<file path="config.mk">
export PLATFORM = sky130hd
export DESIGN_NAME = instr_trace_poller
export DESIGN_NICKNAME = d
export VERILOG_FILES = /design/src/rtl/instr_trace_pkg.sv /design/src/rtl/trace_fifo.sv /design/src/rtl/instr_trace_poller.sv
export SDC_FILE = /design/constraint.sdc
export NUM_CORES = 1
export LEC_CHECK = 0
export CAP_MARGIN = 20
export CELL_PAD_IN_SITES_DETAIL_PLACEMENT = 0
export CELL_PAD_IN_SITES_GLOBAL_PLACEMENT = 1
export CORE_MARGIN = 10
export CORE_UTILIZATION = 46
export CTS_CLUSTER_DIAMETER = 150
export DETAILED_ROUTE_END_ITERATION = 8
export GPL_TIMING_DRIVEN = 0
export HOLD_SLACK_MARGIN = 0.03
export PLACE_DENSITY_LB_ADDON = 0.25
export SETUP_SLACK_MARGIN = 0.02
export SYNTH_ARGS = -nofsm -noshare
export SYNTH_HDL_FRONTEND = slang
export SYNTH_SLANG_ARGS = --single-unit
</file>
<file path="constraint.sdc">
create_clock -name clk -period 4.55 [get_ports clk]
set_input_delay 0.91 -clock clk [delete_from_list [all_inputs] [get_ports clk]]
set_output_delay 0.91 -clock clk [all_outputs]
set_load 0.05 [all_outputs]
</file>
<file path="src/rtl/instr_trace_pkg.sv">
// Shared constants for the instrumentation trace poller: adapter word map,
// snapshot field layout and FSM state encoding.
package instr_trace_pkg;

  localparam logic [1:0] ADDR_INSTR = 2'd0;
  localparam logic [1:0] ADDR_PC    = 2'd1;
  localparam logic [1:0] ADDR_STATE = 2'd2;

  localparam int unsigned INSTR_W = 16;
  localparam int unsigned PC_W    = 10;
  localparam int unsigned STATE_W = 5;
  localparam int unsigned SNAP_W  = 32;

  localparam int unsigned SNAP_INSTR_LSB = 0;
  localparam int unsigned SNAP_PC_LSB    = SNAP_INSTR_LSB + INSTR_W;
  localparam int unsigned SNAP_STATE_LSB = SNAP_PC_LSB + PC_W;
  localparam int unsigned SNAP_LOST_BIT  = SNAP_STATE_LSB + STATE_W;

  typedef logic [2:0] fsm_state_t;

  localparam fsm_state_t IDLE = 3'd0;
  localparam fsm_state_t A0   = 3'd1;
  localparam fsm_state_t A1   = 3'd2;
  localparam fsm_state_t A2   = 3'd3;
  localparam fsm_state_t CAP  = 3'd4;
  localparam fsm_state_t PUSH = 3'd5;

  function automatic logic [SNAP_W-1:0] pack_snapshot(input logic               lost,
                                                      input logic [STATE_W-1:0] core_state,
                                                      input logic [PC_W-1:0]    pc,
                                                      input logic [INSTR_W-1:0] instr);
    return {lost, core_state, pc, instr};
  endfunction

endpackage

</file>
<file path="src/rtl/trace_fifo.sv">
// First-word-fall-through snapshot FIFO; pointers carry an extra wrap bit so
// full and empty are distinguishable without a separate count.
module trace_fifo #(
  parameter int unsigned WIDTH = 32,
  parameter int unsigned DEPTH = 8
) (
  input  logic             clk,
  input  logic             reset_n,
  input  logic             push,
  input  logic [WIDTH-1:0] wdata,
  input  logic             pop,
  output logic [WIDTH-1:0] rdata,
  output logic             full,
  output logic             empty
);

  localparam int unsigned AW = $clog2(DEPTH);
  localparam logic [AW:0] PtrOne = 1;

  logic [WIDTH-1:0] mem_q [DEPTH];
  logic [AW:0]      wptr_q, rptr_q;
  logic             do_push, do_pop;

  assign empty = (wptr_q == rptr_q);
  assign full  = (wptr_q[AW] != rptr_q[AW]) && (wptr_q[AW-1:0] == rptr_q[AW-1:0]);

  // A full FIFO still takes a write when the head leaves in the same cycle.
  assign do_pop  = pop && !empty;
  assign do_push = push && (!full || do_pop);

  assign rdata = empty ? '0 : mem_q[rptr_q[AW-1:0]];

  always_ff @(posedge clk or negedge reset_n) begin
    if (!reset_n) begin
      wptr_q <= '0;
      rptr_q <= '0;
    end else begin
      if (do_push) wptr_q <= wptr_q + PtrOne;
      if (do_pop)  rptr_q <= rptr_q + PtrOne;
    end
  end

  always_ff @(posedge clk) begin
    if (do_push) mem_q[wptr_q[AW-1:0]] <= wdata;
  end

endmodule

</file>
<file path="src/rtl/instr_trace_poller.sv">
// Periodically reads the instr/pc/state words of the instrumentation adapter and
// streams packed 32-bit snapshots to the host debug link through a small FIFO.
module instr_trace_poller
  import instr_trace_pkg::*;
#(
  parameter int unsigned PERIOD_W   = 16,
  parameter int unsigned FIFO_DEPTH = 8,
  parameter int unsigned DROP_W     = 8
) (
  input  logic                clk,
  input  logic                reset_n,
  input  logic                enable,
  input  logic [PERIOD_W-1:0] period,
  input  logic                trigger,
  output logic [1:0]          avm_address,
  output logic                avm_read,
  input  logic [15:0]         avm_readdata,
  output logic                out_valid,
  input  logic                out_ready,
  output logic [SNAP_W-1:0]   out_data,
  output logic                busy,
  output logic [DROP_W-1:0]   drop_count
);

  localparam logic [PERIOD_W-1:0] PeriodOne = 1;
  localparam logic [DROP_W-1:0]   DropOne   = 1;

  fsm_state_t          state_q, state_d;
  logic [PERIOD_W-1:0] timer_q, timer_d;
  logic                timer_run_q, timer_run_d;
  logic                pending_q, pending_d;
  logic                lost_q, lost_d;
  logic [DROP_W-1:0]   drop_q, drop_d;
  logic [INSTR_W-1:0]  instr_q;
  logic [PC_W-1:0]     pc_q;
  logic [STATE_W-1:0]  core_state_q;
  logic                tick, timer_active;
  logic                push, pop, accepted, dropped;
  logic                fifo_full, fifo_empty;

  assign timer_active = enable && (period != '0);

  always_comb begin
    tick        = 1'b0;
    timer_d     = timer_q;
    timer_run_d = timer_run_q;
    if (!timer_active) begin
      timer_d     = '0;
      timer_run_d = 1'b0;
    end else if (!timer_run_q) begin
      timer_d     = period - PeriodOne;
      timer_run_d = 1'b1;
    end else if (timer_q == '0) begin
      tick    = 1'b1;
      timer_d = period - PeriodOne;
    end else begin
      timer_d = timer_q - PeriodOne;
    end
  end

  // Requests arriving while one is already pending collapse into it.
  assign pending_d = (pending_q && (state_q != IDLE)) || tick || trigger;

  always_comb begin
    state_d     = state_q;
    avm_address = ADDR_INSTR;
    avm_read    = 1'b0;
    case (state_q)
      IDLE: if (pending_q) state_d = A0;
      A0: begin
        avm_read = 1'b1;
        state_d  = A1;
      end
      A1: begin
        avm_address = ADDR_PC;
        avm_read    = 1'b1;
        state_d     = A2;
      end
      A2: begin
        avm_address = ADDR_STATE;
        avm_read    = 1'b1;
        state_d     = CAP;
      end
      CAP: begin
        avm_address = ADDR_STATE;
        state_d     = PUSH;
      end
      PUSH:    state_d = IDLE;
      default: state_d = IDLE;
    endcase
  end

  assign busy     = (state_q != IDLE);
  assign push     = (state_q == PUSH);
  assign pop      = out_valid && out_ready;
  assign accepted = push && (!fifo_full || pop);
  assign dropped  = push && fifo_full && !pop;

  always_comb begin
    lost_d = lost_q;
    drop_d = drop_q;
    if (dropped) begin
      lost_d = 1'b1;
      if (drop_q != '1) drop_d = drop_q + DropOne;
    end else if (accepted) begin
      lost_d = 1'b0;
    end
  end

  always_ff @(posedge clk or negedge reset_n) begin
    if (!reset_n) begin
      state_q      <= IDLE;
      timer_q      <= '0;
      timer_run_q  <= 1'b0;
      pending_q    <= 1'b0;
      lost_q       <= 1'b0;
      drop_q       <= '0;
      instr_q      <= '0;
      pc_q         <= '0;
      core_state_q <= '0;
    end else begin
      state_q     <= state_d;
      timer_q     <= timer_d;
      timer_run_q <= timer_run_d;
      pending_q   <= pending_d;
      lost_q      <= lost_d;
      drop_q      <= drop_d;
      // Each word arrives one cycle after its address was driven.
      if (state_q == A1)  instr_q      <= avm_readdata;
      if (state_q == A2)  pc_q         <= avm_readdata[PC_W-1:0];
      if (state_q == CAP) core_state_q <= avm_readdata[STATE_W-1:0];
    end
  end

  assign drop_count = drop_q;
  assign out_valid  = !fifo_empty;

  trace_fifo #(
    .WIDTH (SNAP_W),
    .DEPTH (FIFO_DEPTH)
  ) u_fifo (
    .clk     (clk),
    .reset_n (reset_n),
    .push    (accepted),
    .wdata   (pack_snapshot(lost_q, core_state_q, pc_q, instr_q)),
    .pop     (pop),
    .rdata   (out_data),
    .full    (fifo_full),
    .empty   (fifo_empty)
  );

endmodule

</file>
==> results of run 1 <==
sequential cells by signal (all words and copies together), names as in the netlist, 3 cells and up:
signal	cells
u_fifo.mem_q	256
drop_count	8
timer_q	16
pc_q	10
core_state_q	5
instr_q	16
u_fifo.rptr_q	4
u_fifo.wptr_q	4
state_q	3
final cells by class:
type	instances	area, um^2
fillers	2230	12500
flip-flops and latches	325	9410
multi-input cells	352	3700
repair buffers	103	1110
clock buffers	46	980
well taps	384	480
plain buffers	37	183
clock inverters	17	116
inverters	7	26.3
logic make-up (layout without fill, tap and decap cells):
logic type / Yosys count / count (layout)
mux: 130 / 130
simple gates: 143 / 143
flops: 325 / 325
xor+xnor: 41 / 41
compound gates: 32 / 32
fa+ha+maj: 6 / 6
buf+inv: 44 / 210
worst max-delay path, stage by stage (launching register included):
cell                              delay (ns)
sky130_fd_sc_hd__dfrtp_1                0.37
sky130_fd_sc_hd__clkbuf_1               0.27
sky130_fd_sc_hd__buf_2                  0.35
sky130_fd_sc_hd__clkbuf_4               0.36
sky130_fd_sc_hd__mux4_2                 0.52
sky130_fd_sc_hd__mux2i_1                0.24
sky130_fd_sc_hd__nor2_1                 0.08
sky130_fd_sc_hd__clkdlybuf4s50_1        0.73
synth_stat cells, types with 3 or more instances:
cell type	count	area share
sky130_fd_sc_hd__xnor2_1	27	0.018
sky130_fd_sc_hd__mux2_2	34	0.029
sky130_fd_sc_hd__mux4_2	64	0.11
sky130_fd_sc_hd__clkbuf_1	13	0.0037
sky130_fd_sc_hd__inv_1	7	0.0020
sky130_fd_sc_hd__nor4_4	3	0.0048
sky130_fd_sc_hd__nand4_1	4	0.0019
sky130_fd_sc_hd__edfxtp_1	256	0.58
sky130_fd_sc_hd__ha_1	6	0.0057
sky130_fd_sc_hd__nand3_1	8	0.0030
sky130_fd_sc_hd__buf_1	8	0.0023
sky130_fd_sc_hd__nor2_1	66	0.019
sky130_fd_sc_hd__mux2i_1	32	0.024
sky130_fd_sc_hd__xor2_1	14	0.0093
sky130_fd_sc_hd__nor3_1	11	0.0042
sky130_fd_sc_hd__nand3b_1	5	0.0028
sky130_fd_sc_hd__a211oi_1	14	0.0079
sky130_fd_sc_hd__or4_1	3	0.0017
sky130_fd_sc_hd__dfrtp_1	69	0.13
sky130_fd_sc_hd__nand2b_1	7	0.0033
sky130_fd_sc_hd__nand2_1	17	0.0048
sky130_fd_sc_hd__buf_2	14	0.0053
cell usage in the layout (no fill, tap or decap), types with 15 or more instances in the layout:
cell	n
sky130_fd_sc_hd__dfrtp_1	69
sky130_fd_sc_hd__buf_6	15
sky130_fd_sc_hd__clkdlybuf4s50_1	80
sky130_fd_sc_hd__mux2_2	34
sky130_fd_sc_hd__mux4_2	64
sky130_fd_sc_hd__clkbuf_1	18
sky130_fd_sc_hd__xnor2_1	27
sky130_fd_sc_hd__nor2_1	63
sky130_fd_sc_hd__nand2_1	17
sky130_fd_sc_hd__clkbuf_16	37
sky130_fd_sc_hd__mux2i_1	32
sky130_fd_sc_hd__edfxtp_1	256
power by group through the flow:
stage	Sequential (mW)	Clock, mW	Combinational (mW)
after floorplan	4.20	0	2.88
after global placement	4.26	0	4.05
after detailed placement	4.31	0	4.14
after CTS	4.25	2.73	4.18
after global routing	4.31	2.86	4.37
final	4.25	2.67	4.11
worst paths after layout:
kind,from,end,slack (ns),depth (start not counted)
max in group asynchronous,reset_n,core_state_q[4],3.63,2
min,reset_n,drop_count[3],0.33,1
max reg2reg,u_fifo.rptr_q[0],u_fifo.mem_q[2][13],1.45,8
max,u_fifo.rptr_q[0],out_data[16],0.21,7
min reg2reg,u_fifo.wptr_q[3],u_fifo.wptr_q[3],0.49,1
min in group clk,u_fifo.wptr_q[3],u_fifo.wptr_q[3],0.49,1
routing by layer:
| metal | share of wire | GRT usage | vias to the layer above |
|---|---|---|---|
| met5 | 0 | 0 | - |
| met4 | 0.018 | 0.0433 | 0 |
| met3 | 0.052 | 0.0328 | 43 |
| met2 | 0.49 | 0.265 | 207 |
| met1 | 0.44 | 0.217 | 3631 |
| li1 | - | - | 3115 |
through the flow:
stage / setup slack [ns] / setup TNS, ns / power [mW]
2_1_floorplan: 0.466 / 0 / 7.07
3_3_place_gp: -2.82 / -475.38 / 8.31
3_5_place_dp: 0.477 / 0 / 8.46
4_1_cts: 0.0246 / 0 / 11.2
5_1_grt: 0.0194 / 0 / 11.5
6_report: 0.212 / 0 / 11.0
timing repair:
item                       in CTS  in global routing
setup endpoints to repair      15                 20
gates resized for setup         6                  4
gates cloned                    0                  0
buffers inserted                0                  0
==> results.md, run 1 <==
- For this run, the leading register cell type out of synthesis is sky130_fd_sc_hd__edfxtp_1.
- The first global-routing pass estimated 44,800 um of wire.
- The critical path class is flop to output pin.
- Clock tree synthesis inserted a total of 35 buffers.
- The final cycle utilization of the critical path is 0.953.
- Yosys mapped a number of flops with a built-in enable equal to 256.
- After detailed routing, the total wire length is 29,100 um.
- Once layout is complete, the cells apart from fillers number between 1,000 and 1,500.
- The number of failing hold endpoints at the final stage is 0.
- The final antenna-violating net count is 0.
- After synthesis, the share of flip-flops with an asynchronous set or reset is 0.212.
- The average footprint of a synthesized cell is 18.4 um^2.
- The power density over cell area is 689 mW/mm^2.
- Across the VDD grid, the largest voltage drop is 0.000485 V.
- The class of the most critical hold timing path is input pin to asynchronous set/reset pin.
- The final-report max-slew violation count came to 0.
- On the final layout, the worst clock skew is approximately 0.011 ns.
- Buffers inserted to repair hold after CTS numbered 0.
- The number of standard cells after synthesis is 721.
- The vertical extent of the die is 190 um.
- In this run the tool buffered the top-level ports with 81 buffer cells.
- The maximum fanout along the worst path is 10.
- The pre-antenna-repair detailed-routing pass consisted of 5 iterations.
- Of the cells placed in the final design, the portion with a size suffix greater than 1 is 0.244.
- The buffer cell driving the clock tree root is sky130_fd_sc_hd__clkbuf_16.
- After synthesis the cells add up to 0.0132 mm^2.
- The switching power share of the total is 0.360.
- The clock passes through at most 3 buffers.
- The share of total power dissipated in sequential elements is 0.386.
- The per-cell via count in the routed design is around 5.5.
- Routability-driven placement finished with a final weighted congestion of between 0.7 and 0.8.
- The floorplan step defined a core boundary enclosing 0.0285 mm^2.
- Of the total synthesized cell area, the portion taken by full adders, half adders and majority gates is 0.00567.
- Clock-pin slew was measured on the worst setup and hold paths at roughly 0.060 ns.
- The area added between synthesis and finish is 20.9%.
- Of the total power, the clock network draws 0.242.
- During synthesis, Yosys emitted a total of 0 warnings.
- Across every metal layer, demand over resource in global routing totals 0.162.
- The CTS tree is yes.
- At the end of the flow the core is filled with cells to 0.561.
- Measured against its own limit, the worst slew margin works out to 0.294.
- The share of the synthesized area in compound gates (AO/OA/AOI/OAI) was 0.0208.
- Setup repair after global routing could not meet its margin everywhere.
- Counting every sink on the clock net gives 325.
- Internal power comes to 7.06 mW.
- The multiplexer area fraction after synthesis is 0.162.
- The number of DRC violations after detailed routing is 0.
- After the last flow step, the layout net total stands at 904.
- The HPWL after detailed placement is 19,400 um.
- Of the total power, combinational logic draws 0.372.
- The maximum level of the CTS H-tree is 2.
- The via count of the first global-routing pass is around 7,500.
- The dominant combinational cell family by area after synthesis is multiplexers.
- Once placement completed, the tool counted placed cells totaling 1,208.
- The max-capacitance violation count is 0.
- The repair_antennas step left the layout with diodes totalling 0.
- The via count is 6,996.
- The count of standard-cell rows is 62.
- The highest achievable clock rate is ~0.23 GHz.
- The total placed instance area is 0.0149 mm^2.
- The die extent in x is roughly 190 um.
- The pin count of the biggest net entering global routing is 47.
- The net count after synthesis is 764.
- The simple-gate share of the synthesized area is 0.0587.
- The worst-skew pair later-pin latency is 0.50 ns.
- The DRC violation total after the first TritonRoute iteration is 438.
- The post-synthesis sequential element count is 325.
- The initial utilization of the core area, before any placement, comes to 0.464.
- The slew at the pin with the worst max-slew slack is 1.06 ns.
- In this run the static leakage power is ~5.6 nW.
- 82 I/O pins were placed.
- Data on the critical path arrives at its endpoint at 3.43 ns.
- After detailed routing, the average wire length per cell comes to 22.9 um.
- The worst setup path is launched from a flop.
- Setup violations remaining at the end of the flow were counted as 0.
- The die covers 0.0360 mm^2.
- Summed over all layers, the global routing overflow is 0.
- The minimum hold slack is roughly 0.33 ns.
- For the worst setup path, the data required time is 3.64 ns.
- The final critical-path required period is 4.34 ns.
- The kind of capture point of the worst setup path is an output pin.
- The initial antenna violation count was 0.
- The xor/xnor cell area share of the yosys netlist is 0.0271.
- The synthesized netlist contains roughly 50 unique library cells.
- The switching power of the nets is 3.97 mW.
- The final instance area is 0.0160 mm^2.
- The flow ran to the end, and the final reports show no timing, DRC or antenna violations.
- For this run, the register share of the synthesized area comes to 0.711.
(Power assumes the default switching activity.)
==> inputs of run 2 (changes only) <==
--- a/config.mk
+++ b/config.mk
@@ -8,12 +8,14 @@
 export CAP_MARGIN = 20
 export CELL_PAD_IN_SITES_DETAIL_PLACEMENT = 0
 export CELL_PAD_IN_SITES_GLOBAL_PLACEMENT = 1
+export CORE_ASPECT_RATIO = 0.7
 export CORE_MARGIN = 10
 export CORE_UTILIZATION = 46
 export CTS_CLUSTER_DIAMETER = 150
 export DETAILED_ROUTE_END_ITERATION = 8
 export GPL_TIMING_DRIVEN = 0
-export HOLD_SLACK_MARGIN = 0.03
+export HOLD_SLACK_MARGIN = 0.12
+export MAX_ROUTING_LAYER = met4
 export PLACE_DENSITY_LB_ADDON = 0.25
 export SETUP_SLACK_MARGIN = 0.02
 export SYNTH_ARGS = -nofsm -noshare
==> results.md, run 2 (synthesized netlist as in run 1, its figures left out) <==
- For this run, the slowest stage of the critical path takes 0.74 ns.
- The die extent in x is 223 um.
- The count of buffers added on input and output ports is 81.
- Global routing finished with a remaining overflow of 0.
- The via count of the first global-routing pass is 7,376.
- For the worst-skew pair, the clock arrives at the later sink with an insertion delay of 0.57 ns.
- The final net count is 902.
- The final-report max-slew violation count is 0.
- The critical path class is flop to output pin.
- The slew at the pin with the worst max-slew slack is approximately 1.0 ns.
- Leaving out fill and tap cells, the most frequent cells in the layout are 256 x sky130_fd_sc_hd__edfxtp_1, 80 x sky130_fd_sc_hd__clkdlybuf4s50_1, 69 x sky130_fd_sc_hd__dfrtp_1.
- The effective utilization at floorplan is 0.472.
- The vertical extent of the die is 162 um.
- The data arrival at the endpoint of the critical path is 3.46 ns.
- Leaving out fill and tap cells, the most frequent cell in the layout is sky130_fd_sc_hd__edfxtp_1.
- The number of DRC violations after detailed routing is 0.
- The proportion of layout cells with a drive suffix above 1 is 0.245.
- Setup repair after global routing could not meet its margin everywhere.
- The initial antenna violation count is 1.
- TritonCTS built the clock tree.
- The power density over cell area is 686 mW/mm^2.
- The post-layout total power is 10.9 mW.
- The maximum level of the CTS H-tree is 1.
- The I/O pin count is 82.
- The pin count of the biggest net entering global routing is 57.
- The average routed wire per standard cell is roughly 24 um.
- The startpoint type of the worst setup path is a flop.
- The number of inserted diodes is 0.
- In this run the static leakage power is ~5.5 nW.
- Counting the fill cells in the layout gives between 2,000 and 2,500.
- Together, buffers and inverters on the worst path number 3.
- The placer congestion estimate is approximately 0.8.
- The maximum VDD drop is roughly 0.0005 V.
- The critical path goes through buf_2 -> xor2_1 -> nor4b_2 -> buf_1 -> nor2_1 -> clkdlybuf4s50_1.
- The clock sink count is 325.
- Dividing the final minimum period by the clock period gives 0.961.
- The family of cells with the greatest summed delay on the critical path is buffers and inverters.
- The number of clock buffers added by TritonCTS is 31.
- The worst clock skew is ~0.014 ns.
- The kind of capture point of the worst setup path is an output pin.
- The core region is 0.0281 mm^2.
- The register with the most flip-flops in the layout has between 200 and 300 of them.
- The buffer cell driving the clock tree root is sky130_fd_sc_hd__clkbuf_16.
- The setup TNS is 0 ns.
- Dividing the detail-routed via count by the number of cells gives 5.59.
- The flow ran to the end, and the final reports show no timing, DRC or antenna violations.
- For this block, the initial DRC count from the detailed router was 555.
- The critical path data required time is 3.64 ns.
- The placed wire-length estimate is approximately 20,000 um.
- In this run the worst path has a maximum fanout of 10.
- The first global-routing pass estimated 45,600 um of wire.
- Across all layers, the routed design uses 7,014 vias.
- Derived from the worst setup path, the maximum achievable clock frequency is ~0.23 GHz.
- In this run the tightest slew margin relative to its limit is 0.331.
- The setup violation total in the final timing report is 0.
- No sink is reached through more buffers than the 3 on the longest clock path.
- The number of failing hold endpoints at the final stage came to 0.
- The number of hold buffers added after CTS was 0.
- For this run, the detailed router's first-pass iteration total came to 5.
- The count of standard-cell rows is 51.
- The area of the die is 0.0361 mm^2.
- After layout, the minimum clock period comes to 4.37 ns.
- Summed over all layers, the routed wires come to 29,700 um.
- In this run the worst hold path is classified as input pin to asynchronous set/reset pin.
- After clock tree synthesis, the clock-pin slew on the worst setup and hold paths is 0.06 ns.
- The max-capacitance violation count is 0.
- For this design, the slowest cell found on the critical path is sky130_fd_sc_hd__clkdlybuf4s50_1.
- The global routing usage summed across all routing layers is 0.169.
- The final antenna-violating net count is 0.
- The area added between synthesis and finish is 20.1%.
==> run 2: cell types whose count changed in the layout (fill, tap and decap cells not counted), moves of 2 or more <==
cell | previous run | this run
sky130_fd_sc_hd__clkbuf_1 | 18 | 12
sky130_fd_sc_hd__clkbuf_16 | 37 | 31
sky130_fd_sc_hd__buf_6 | 15 | 12
sky130_fd_sc_hd__buf_8 | 4 | 7
sky130_fd_sc_hd__clkbuf_2 | 2 | 4
==> run 2: metal layers <==
metal / track usage / vias up / wire length [um] / part of all wire
met1: 0.232 / 3696 / 13800 / 0.46
met3: 0.0348 / 39 / 1530 / 0.051
met5: - / - / 0 / 0
met2: 0.257 / 166 / 13800 / 0.46
met4: 0.0383 / 0 / 564 / 0.019
li1: - / 3113 / - / -
==> run 2: what timing repair did <==
action	CTS	global route
endpoints found under the setup margin	24	22
resized for setup	6	6
setup buffers	0	0
pin swaps	0	0
==> run 2: worst register-to-register path: stages, from the launching register on <==
cell and delay, ns:
sky130_fd_sc_hd__dfrtp_1 0.31, sky130_fd_sc_hd__buf_2 0.25, sky130_fd_sc_hd__xor2_1 0.24, sky130_fd_sc_hd__or3_1 0.14
sky130_fd_sc_hd__buf_2 0.16, sky130_fd_sc_hd__o211ai_1 0.34, sky130_fd_sc_hd__nor3_2 0.78, sky130_fd_sc_hd__buf_4 0.35
sky130_fd_sc_hd__buf_6 0.21
==> run 2: layout make-up <==
| cell class | count | area, um^2 | share of cell area |
|---|---|---|---|
| Timing Repair Buffer | 105 | 1140 | 0.0717 |
| Multi-Input combinational cell | 352 | 3690 | 0.232 |
| Clock inverter | 21 | 170 | 0.0107 |
| Tap cell | 371 | 464 | 0.0292 |
| Buffer | 37 | 185 | 0.0116 |
| Inverter | 7 | 26.3 | 0.00165 |
| Sequential cell | 325 | 9410 | 0.592 |
| Clock buffer | 37 | 818 | 0.0514 |
==> run 2: per-stage QoR <==
step	area, um^2	util	std cells	setup slack, ns	hold slack (ns)
floorplan	13200	-	721	0.466	0.458
global placement	14500	0.517	1173	-2.76	0.478
detailed placement	14900	0.530	1196	0.479	0.487
CTS	15900	0.566	1254	0.0326	0.194
global route	15900	0.567	1255	0.00302	0.196
finish	15900	0.567	1255	0.180	0.207
==> run 2: power breakdown <==
group,switching (mW),internal [mW],total (mW)
Sequential,0.390,3.86,4.25
Combinational,2.55,1.63,4.18
Clock,1.08,1.40,2.48
==> run 2: final timing paths <==
check,from,endpoint,slack (ns),depth (start not counted)
hold / removal,reset_n,timer_q[0],0.21,1
setup reg to reg,u_fifo.rptr_q[2],u_fifo.mem_q[2][10],1.47,8
max in group asynchronous,reset_n,instr_q[7],3.74,2
setup / recovery,u_fifo.wptr_q[0],out_data[18],0.18,6
hold reg to reg,u_fifo.wptr_q[3],u_fifo.wptr_q[3],0.50,1
min in group clk,u_fifo.wptr_q[3],u_fifo.wptr_q[3],0.50,1
==> inputs of run 3 (changes only) <==
--- a/config.mk
+++ b/config.mk
@@ -14,7 +14,7 @@
 export CTS_CLUSTER_DIAMETER = 150
 export DETAILED_ROUTE_END_ITERATION = 8
 export GPL_TIMING_DRIVEN = 0
-export HOLD_SLACK_MARGIN = 0.12
+export HOLD_SLACK_MARGIN = 0.05
 export MAX_ROUTING_LAYER = met4
 export PLACE_DENSITY_LB_ADDON = 0.25
 export SETUP_SLACK_MARGIN = 0.02
==> results of run 3 <==
No change in the layout: final DEF, timing and power equal those of run 2.
